File: config.mk
export PLATFORM = sky130hd
export DESIGN_NAME = fifo_out_rd_ctrl
export DESIGN_NICKNAME = d
export VERILOG_FILES = /design/src/rtl/fifo_out_rd_ctrl.sv
export SDC_FILE = /design/constraint.sdc
export NUM_CORES = 1
export LEC_CHECK = 0
export BUFFER_PORTS_ARGS = -buffer_cell sky130_fd_sc_hd__clkbuf_2
export CAP_MARGIN = 20
export CORE_AREA = 2 2 417 419
export CTS_CLUSTER_SIZE = 14
export DETAILED_ROUTE_END_ITERATION = 7
export DIE_AREA = 0 0 419 421
export GPL_TIMING_DRIVEN = 0
export REMOVE_ABC_BUFFERS = 1
export SLEW_MARGIN = 20
export SYNTH_ARGS = -nofsm -noshare
export SYNTH_HDL_FRONTEND = slang
export SYNTH_SLANG_ARGS = --single-unit
File: constraint.sdc
create_clock -name clk -period 8.11 [get_ports clk]
set_input_delay 0.811 -clock clk [delete_from_list [all_inputs] [get_ports clk]]
set_output_delay 0.811 -clock clk [all_outputs]
set_load 0.005 [all_outputs]
File: src/rtl/fifo_out_rd_ctrl.sv
// Read-side controller for the 32x32 FIFO_OUT register file: pointers, occupancy, flags and registered pop data.
// Optional error pulses on rd_err/wr_err are built only when FIFO_OUT_ERR_EN is defined.
module fifo_out_rd_ctrl (
  input  logic        clk,
  input  logic        reset_n,
  input  logic [31:0] d_in0,
  input  logic [31:0] d_in1,
  input  logic [31:0] d_in2,
  input  logic [31:0] d_in3,
  input  logic [31:0] d_in4,
  input  logic [31:0] d_in5,
  input  logic [31:0] d_in6,
  input  logic [31:0] d_in7,
  input  logic [31:0] d_in8,
  input  logic [31:0] d_in9,
  input  logic [31:0] d_in10,
  input  logic [31:0] d_in11,
  input  logic [31:0] d_in12,
  input  logic [31:0] d_in13,
  input  logic [31:0] d_in14,
  input  logic [31:0] d_in15,
  input  logic [31:0] d_in16,
  input  logic [31:0] d_in17,
  input  logic [31:0] d_in18,
  input  logic [31:0] d_in19,
  input  logic [31:0] d_in20,
  input  logic [31:0] d_in21,
  input  logic [31:0] d_in22,
  input  logic [31:0] d_in23,
  input  logic [31:0] d_in24,
  input  logic [31:0] d_in25,
  input  logic [31:0] d_in26,
  input  logic [31:0] d_in27,
  input  logic [31:0] d_in28,
  input  logic [31:0] d_in29,
  input  logic [31:0] d_in30,
  input  logic [31:0] d_in31,
  input  logic        wr_push,
  input  logic        rd_en,
  output logic [4:0]  wr_ptr,
  output logic [31:0] d_out,
  output logic        rd_ack,
  output logic        empty,
  output logic        full,
  output logic [5:0]  data_count,
  output logic        rd_err,
  output logic        wr_err
);

  typedef enum logic [1:0] {
    ST_EMPTY  = 2'b00,
    ST_NORMAL = 2'b01,
    ST_FULL   = 2'b10
  } state_e;

  state_e      state_q, state_d;
  logic [4:0]  wr_ptr_q, wr_ptr_d;
  logic [4:0]  rd_ptr_q, rd_ptr_d;
  logic [5:0]  count_q, count_d;
  logic [31:0] d_out_q, d_out_d;
  logic        rd_ack_q, rd_ack_d;
  logic        empty_q, empty_d;
  logic        full_q, full_d;
  logic        push_ok, pop_ok, illegal_st;
  logic [31:0] d_in_s [0:31];

  assign d_in_s[0]  = d_in0;
  assign d_in_s[1]  = d_in1;
  assign d_in_s[2]  = d_in2;
  assign d_in_s[3]  = d_in3;
  assign d_in_s[4]  = d_in4;
  assign d_in_s[5]  = d_in5;
  assign d_in_s[6]  = d_in6;
  assign d_in_s[7]  = d_in7;
  assign d_in_s[8]  = d_in8;
  assign d_in_s[9]  = d_in9;
  assign d_in_s[10] = d_in10;
  assign d_in_s[11] = d_in11;
  assign d_in_s[12] = d_in12;
  assign d_in_s[13] = d_in13;
  assign d_in_s[14] = d_in14;
  assign d_in_s[15] = d_in15;
  assign d_in_s[16] = d_in16;
  assign d_in_s[17] = d_in17;
  assign d_in_s[18] = d_in18;
  assign d_in_s[19] = d_in19;
  assign d_in_s[20] = d_in20;
  assign d_in_s[21] = d_in21;
  assign d_in_s[22] = d_in22;
  assign d_in_s[23] = d_in23;
  assign d_in_s[24] = d_in24;
  assign d_in_s[25] = d_in25;
  assign d_in_s[26] = d_in26;
  assign d_in_s[27] = d_in27;
  assign d_in_s[28] = d_in28;
  assign d_in_s[29] = d_in29;
  assign d_in_s[30] = d_in30;
  assign d_in_s[31] = d_in31;

  // Acceptance of push/pop in each state; in FULL a push rides on a simultaneous pop.
  always_comb begin
    push_ok    = 1'b0;
    pop_ok     = 1'b0;
    illegal_st = 1'b0;
    case (state_q)
      ST_EMPTY: begin
        push_ok = wr_push;
        pop_ok  = 1'b0;
      end
      ST_NORMAL: begin
        push_ok = wr_push;
        pop_ok  = rd_en;
      end
      ST_FULL: begin
        push_ok = wr_push & rd_en;
        pop_ok  = rd_en;
      end
      default: begin
        push_ok    = 1'b0;
        pop_ok     = 1'b0;
        illegal_st = 1'b1;
      end
    endcase
  end

  // Next pointers, count, data and flags; the unused state code drops back to a clean empty FIFO.
  always_comb begin
    wr_ptr_d = wr_ptr_q;
    rd_ptr_d = rd_ptr_q;
    count_d  = count_q;
    d_out_d  = d_out_q;
    rd_ack_d = pop_ok;
    state_d  = ST_EMPTY;

    if (illegal_st) begin
      count_d  = 6'd0;
      rd_ptr_d = wr_ptr_q;
    end else begin
      count_d = count_q + {5'd0, push_ok} - {5'd0, pop_ok};
    end

    if (push_ok) begin
      wr_ptr_d = wr_ptr_q + 5'd1;
    end else begin
      wr_ptr_d = wr_ptr_q;
    end

    if (pop_ok) begin
      rd_ptr_d = rd_ptr_q + 5'd1;
      d_out_d  = d_in_s[rd_ptr_q];
    end else begin
      d_out_d  = d_out_q;
    end

    if (count_d == 6'd0) begin
      state_d = ST_EMPTY;
    end else if (count_d == 6'd32) begin
      state_d = ST_FULL;
    end else begin
      state_d = ST_NORMAL;
    end

    empty_d = (count_d == 6'd0);
    full_d  = (count_d == 6'd32);
  end

  // State, pointer, count and output registers.
  always_ff @(posedge clk or negedge reset_n) begin
    if (!reset_n) begin
      state_q  <= ST_EMPTY;
      wr_ptr_q <= 5'd0;
      rd_ptr_q <= 5'd0;
      count_q  <= 6'd0;
      d_out_q  <= 32'd0;
      rd_ack_q <= 1'b0;
      empty_q  <= 1'b1;
      full_q   <= 1'b0;
    end else begin
      state_q  <= state_d;
      wr_ptr_q <= wr_ptr_d;
      rd_ptr_q <= rd_ptr_d;
      count_q  <= count_d;
      d_out_q  <= d_out_d;
      rd_ack_q <= rd_ack_d;
      empty_q  <= empty_d;
      full_q   <= full_d;
    end
  end

  assign wr_ptr     = wr_ptr_q;
  assign d_out      = d_out_q;
  assign rd_ack     = rd_ack_q;
  assign empty      = empty_q;
  assign full       = full_q;
  assign data_count = count_q;

`ifdef FIFO_OUT_ERR_EN
  logic rd_err_q, wr_err_q;
  logic rd_rej, wr_rej;

  assign rd_rej = rd_en & ~pop_ok;
  assign wr_rej = wr_push & ~push_ok;

  // One-cycle pulses for rejected requests.
  always_ff @(posedge clk or negedge reset_n) begin
    if (!reset_n) begin
      rd_err_q <= 1'b0;
      wr_err_q <= 1'b0;
    end else begin
      rd_err_q <= rd_rej;
      wr_err_q <= wr_rej;
    end
  end

  assign rd_err = rd_err_q;
  assign wr_err = wr_err_q;
`else
  assign rd_err = 1'b0;
  assign wr_err = 1'b0;
`endif

endmodule

=== Yosys cells after proc, flatten, opt, wreduce, memory -nomap -nowiden ===
Index checks and enable logic that the tools add are counted.

* Memories kept: 0
* Bits of input ports: 1028
* Bits in read-only memories: 0
* Latch bits: 0
* Bits in writable memories: 0
* Bits in registers: 53

* Bitwise gates (word level): 2
* Multiply operators: 0
* Magnitude comparators: 1
* Reductions and logical operators: 5
* Muxes and demuxes: 10
* Shifts and indexed selects: 0
* Equality and inequality tests: 4
* Divide/modulo/power cells: 0
* $add $sub $neg: 4

{| class="wikitable"
|+ Operators with widths
! kind !! count
|-
| 32-bit binary-select mux with 5-bit select || 1
|-
| 32-bit 2-to-1 mux || 2
|-
| 5-bit by 1-bit adder with 5-bit output (second input constant) || 2
|-
| 5-bit 2-to-1 mux || 2
|-
| 6-bit by 1-bit adder with 6-bit output || 1
|-
| 6-bit equality test (second input constant) || 1
|-
| 6-bit greater-or-equal comparator (second input constant) || 1
|-
| 6-bit logical NOT || 1
|-
| 6-bit 2-to-1 mux || 1
|-
| 5-bit inverter with 6-bit output || 1
|-
| 6-bit by 1-bit subtractor with 6-bit output || 1
|-
| 2-bit 2-to-1 mux || 2
|-
| 2-bit OR reduction || 2
|-
| 3-bit OR reduction || 1
|-
| 2-bit by 1-bit equality test with 1-bit output (second input constant) || 1
|-
| 2-bit equality test (second input constant) || 1
|-
| 2-bit logical NOT || 1
|-
| 2-bit by 1-bit inequality test with 1-bit output (second input constant) || 1
|-
| 1-bit case mux with 2 select lines || 1
|-
| 1-bit bitwise AND || 1
|-
| 1-bit 2-to-1 mux || 1
|}

=== Depth between registers and ports, before layout ===
* Depth in word-level cells: 9
* Gate-level depth with buffers: 14

=== Least setup slack after synthesis ===
OpenSTA, ideal clock, no wires.

* Kind: input-to-reg
* From: input port rd_en
* To: register full_q, in the netlist full
* Arrival time: 3.162 ns
* Stages on the path: 12
* Required time: 8.036 ns
* Slack: 4.874 ns
* Buffers on the path: 0
* Path through: a211oi_1 > nor3b_1 > inv_1 > ha_1 > inv_1 > ha_1 > fa_1 > a21o_1 > a21oi_1 > xor2_1 > a41oi_1 > nor2b_1

* Longest elaborated chain between the ends: 6
* Elaborated cells on any way between the ends: 7
* Those cells by class: 2 x add/sub; 1 x eq/ne; 3 x mux; 1 x bitwise

{| class="wikitable"
|+ Ends and longest elaborated chain
! element !! RTL line !! RTL
|-
| from (decl) || 39 || <nowiki>input logic rd_en,</nowiki>
|-
| 1-bit bitwise AND || 115 || <nowiki>push_ok = wr_push & rd_en;</nowiki>
|-
| 1-bit case mux with 2 select lines || 105 || <nowiki>case (state_q)</nowiki>
|-
| 6-bit by 1-bit adder with 6-bit output || 139 || <nowiki>count_d = count_q + {5'd0, push_ok} - {5'd0, pop_ok};</nowiki>
|-
| 6-bit by 1-bit subtractor with 6-bit output (*) || 139 ||
|-
| 6-bit 2-to-1 mux (*) || 135 || <nowiki>if (illegal_st) begin</nowiki>
|-
| 6-bit equality test (*) || 164 || <nowiki>full_d = (count_d == 6'd32);</nowiki>
|-
| via full_d || 63 || <nowiki>logic full_q, full_d;</nowiki>
|-
| to (signal assigned) || 186 || <nowiki>full_q <= full_d;</nowiki>
|-
| to (decl) || 63 ||
|}

Mark *: on every way through the listed nets, which the timed path passes. The rest lies on a longest branch.
A chain may end at the register's enable or synchronous reset.

=== Final worst setup path ===
* From: register state_q[0]
* To: register full_q, in the netlist full

* Longest elaborated chain between the ends: 7
* Elaborated cells on any way between the ends: 12
* Those cells by class: 2 x add/sub; 3 x eq/ne; 3 x mux; 4 x reduce/logical

{| class="wikitable"
|+ Ends and longest elaborated chain
! element !! RTL line !! RTL
|-
| from (decl) || 56 || <nowiki>state_e state_q, state_d;</nowiki>
|-
| from (signal assigned) || 179 || <nowiki>state_q <= state_d;</nowiki>
|-
| 2-bit by 1-bit equality test with 1-bit output / 2-bit logical NOT (equally long branches) || 105 ||
|-
| 2-bit OR reduction (no line) || - ||
|-
| 1-bit case mux with 2 select lines || 105 ||
|-
| 6-bit by 1-bit adder with 6-bit output || 139 ||
|-
| 6-bit by 1-bit subtractor with 6-bit output || 139 ||
|-
| 6-bit 2-to-1 mux (*) || 135 ||
|-
| 6-bit equality test (*) || 164 ||
|-
| via full_d || 63 ||
|}

Marked as above.

==> reports/results.ini <==
[outcome]
outcome = finished clean

[drt]
drcViolationCount = 0
wl_um = 134000
vias = 14488
wl_per_cell_um = 31.3
dr.pass1.iters = 7
ant_nets = 0
first_iter_violations = 1341
viasPerCell = 3.37

[final_layout]
multi_input_area_um2 = 8530
area.sequential_um2 = 1340
fillers = 19971
fin_util = 0.112
finalNonFillerCells = 4296
fin_nets = 2979
drive_gt1_frac = 0.689
area_delta_synth_final_pct = 87.2

[placed_design]
dpl.hpwl_um = 122000
routabilityCongestion = 0.972
port_buffers = 1073
dp_cells = 4256

[pwr]
p_sw_frac = 0.539
pwr_density_cell_nw_per_um2 = 280
combPwrFrac = 0.832
vdd_ir_drop_max_v = 0.000125
p_clk_frac = 0.059
seqPwrFrac = 0.108
p_sw_mw = 2.91
p_int_mw = 2.49
leakage_nw = 8.88

[timing]
hold_ws_ns = 0.282
slew_violations = 0
maxSlewHeadroom = 0.252
rsz0062_at_grt = false
period_needed_ns = 3.98
period_share = 0.491
fmax_ghz = 0.251
final-setup-viol-count = 0
hold_violations = 0
worst_slew_pin_slew_ns = 1.11
skew_ns = 0.0592

[global_route]
gr-total-overflow = 0
grt_pass1_vias = 13923
grt_use_total = 0.146
grt_max_degree = 52
antenna_found_initial = 140
grt_pass1_wl_um = 163000

[synth]
synthDistinctLibCells = 41
synthTopCellsByArea = mux4_2 (35%), mux2i_1 (22%), dfrtp_1 (13%)
synth_most_common_cell = mux2i_1
ys_async_sr_fraction = 1.00
synth_edf_count = 0
ys_ff_latch = 53
synth_top_area_share = 0.350
synth_seq_area_share = 0.129
synthFlopType = dfrtp_1
yosys_warnings = 0
synth_top_area_cell = mux4_2
ys_top_cells_by_count = mux2i_1 (225), mux4_2 (160), o22ai_1 (97)
avgSynthCellArea_um2 = 11.1
synthCells = 930
netlist_area_um2 = 10300

[setup_path]
crit_chain = inv_1, ha_1, nand2_1, clkinv_4, ha_1, inv_1, ha_1, fa_1, a21o_1, a21oi_1, xor2_1, a41oi_1, nor2b_1
crit_top_cell = ha_1
criticalPathCategory = reg2reg
slowest_stage = a41oi_1
cp_top_family = adder cells
critical-path-max-stage-delay_ns = 0.55
critPathMaxFanout = 44
arrival_ns = 4.21
cp_num_buf_inv = 3
critPathRequiredTime_ns = 8.34
start_kind = flop
worstSetupEndpointType = flop

[floorplan]
dieHeight_um = 421
core-area_um2 = 172000
die_w_um = 419
start_util = 0.0597
ios = 1076
die-area_um2 = 176000
fp-row-count = 153

[clock_network]
clock_latency_ns = 0.41
cts_resized = 0
clk_pin_slew_ns = 0.16
h-tree-depth = 2
tritoncts = built
clock-sinks = 53
cts_buffers = 5
cts_setup_buffers = 0
ctsHoldBuffers = 0
clockBufferDepth = 2
root_buffer = clkbuf_16

[worst_hold_path]
hold_class = in2async

[job]
cap_violations = 0

cells in the final DEF (no fill, tap or decap), types with 23 or more instances in the layout:
cell type	instances
clkbuf_2	1072
mux2i_1	223
mux4_2	160
o22ai_1	96
nor2_1	76
dfrtp_1	48
nor3_1	35
diode_2	32
a22o_1	32
a2111oi_2	31
nor4_1	23
flip-flops by register name, indices dropped and copies added, names as in the netlist:
signal and cells:
state_q 2, full 1, rd_ptr_q 5, rd_ack 1
data_count 6, d_out 32, empty 1, wr_ptr 5
cell type report:
type / instances / area share
antenna: 32 / 0.00415
clock buffer: 5 / 0.00649
clock inverter: 3 / 0.00175
inverter: 13 / 0.00279
multi-input combinational: 756 / 0.442
sequential: 53 / 0.0696
tap: 2325 / 0.151
timing repair buffer: 1109 / 0.322
power by group through the flow:
| stage | Sequential [mW] | Combinational [mW] | Clock, mW |
|---|---|---|---|
| 6_report | 0.584 | 4.49 | 0.320 |
| 5_1_grt | 0.601 | 4.75 | 0.354 |
| 4_1_cts | 0.585 | 4.58 | 0.360 |
| 3_5_place_dp | 0.591 | 4.57 | 0 |
| 3_3_place_gp | 1.03 | 4.04 | 0 |
| 2_1_floorplan | 0.865 | 2.65 | 0 |
routing by layer:
layer  global-route usage  part of all wire
met1                0.182              0.40
met2                0.241              0.47
met3               0.0443             0.092
met4               0.0436             0.036
met5                    0            0.0024
worst register-to-register path: stages, from the launching register on:
cell and delay (ns):
dfrtp_1 0.38, inv_1 0.07, ha_1 0.29, nand2_1 0.21, clkinv_4 0.54, ha_1 0.55
inv_1 0.04, ha_1 0.20, fa_1 0.44, a21o_1 0.18, a21oi_1 0.17, xor2_1 0.11
a41oi_1 0.55, nor2b_1 0.11
cells by family after synthesis:
logic type / share of synthesized area
fa+ha+maj: 0.0165
xor+xnor: 0.00680
other cells: 0.000364
simple gates: 0.0775
flops: 0.129
compound gates: 0.144
buf+inv: 0.0567
mux: 0.570
stage by stage:
stage / setup TNS (ns) / cell area (µm²) / setup slack (ns) / total power, mW
after floorplan: -201.84 / 9770 / -5.54 / 3.52
after global placement: -410.05 / 18000 / -14.52 / 5.07
after detailed placement: 0 / 19000 / 3.83 / 5.16
after CTS: 0 / 19200 / 4.02 / 5.52
after global routing: 0 / 19200 / 3.83 / 5.71
final: 0 / 19300 / 4.13 / 5.39
final timing paths:
kind	from	end	slack, ns	cells past startpoint
setup / recovery	state_q[0]	full	4.13	13
hold / removal	reset_n	d_out[20]	0.28	1
setup reg to reg	state_q[0]	full	4.13	13
hold reg to reg	wr_ptr[4]	wr_ptr[4]	0.51	1
max in group asynchronous	reset_n	empty	7.18	2
min in group clk	wr_ptr[4]	wr_ptr[4]	0.51	1
No activity file was read; power rests on OpenSTA's default activity.
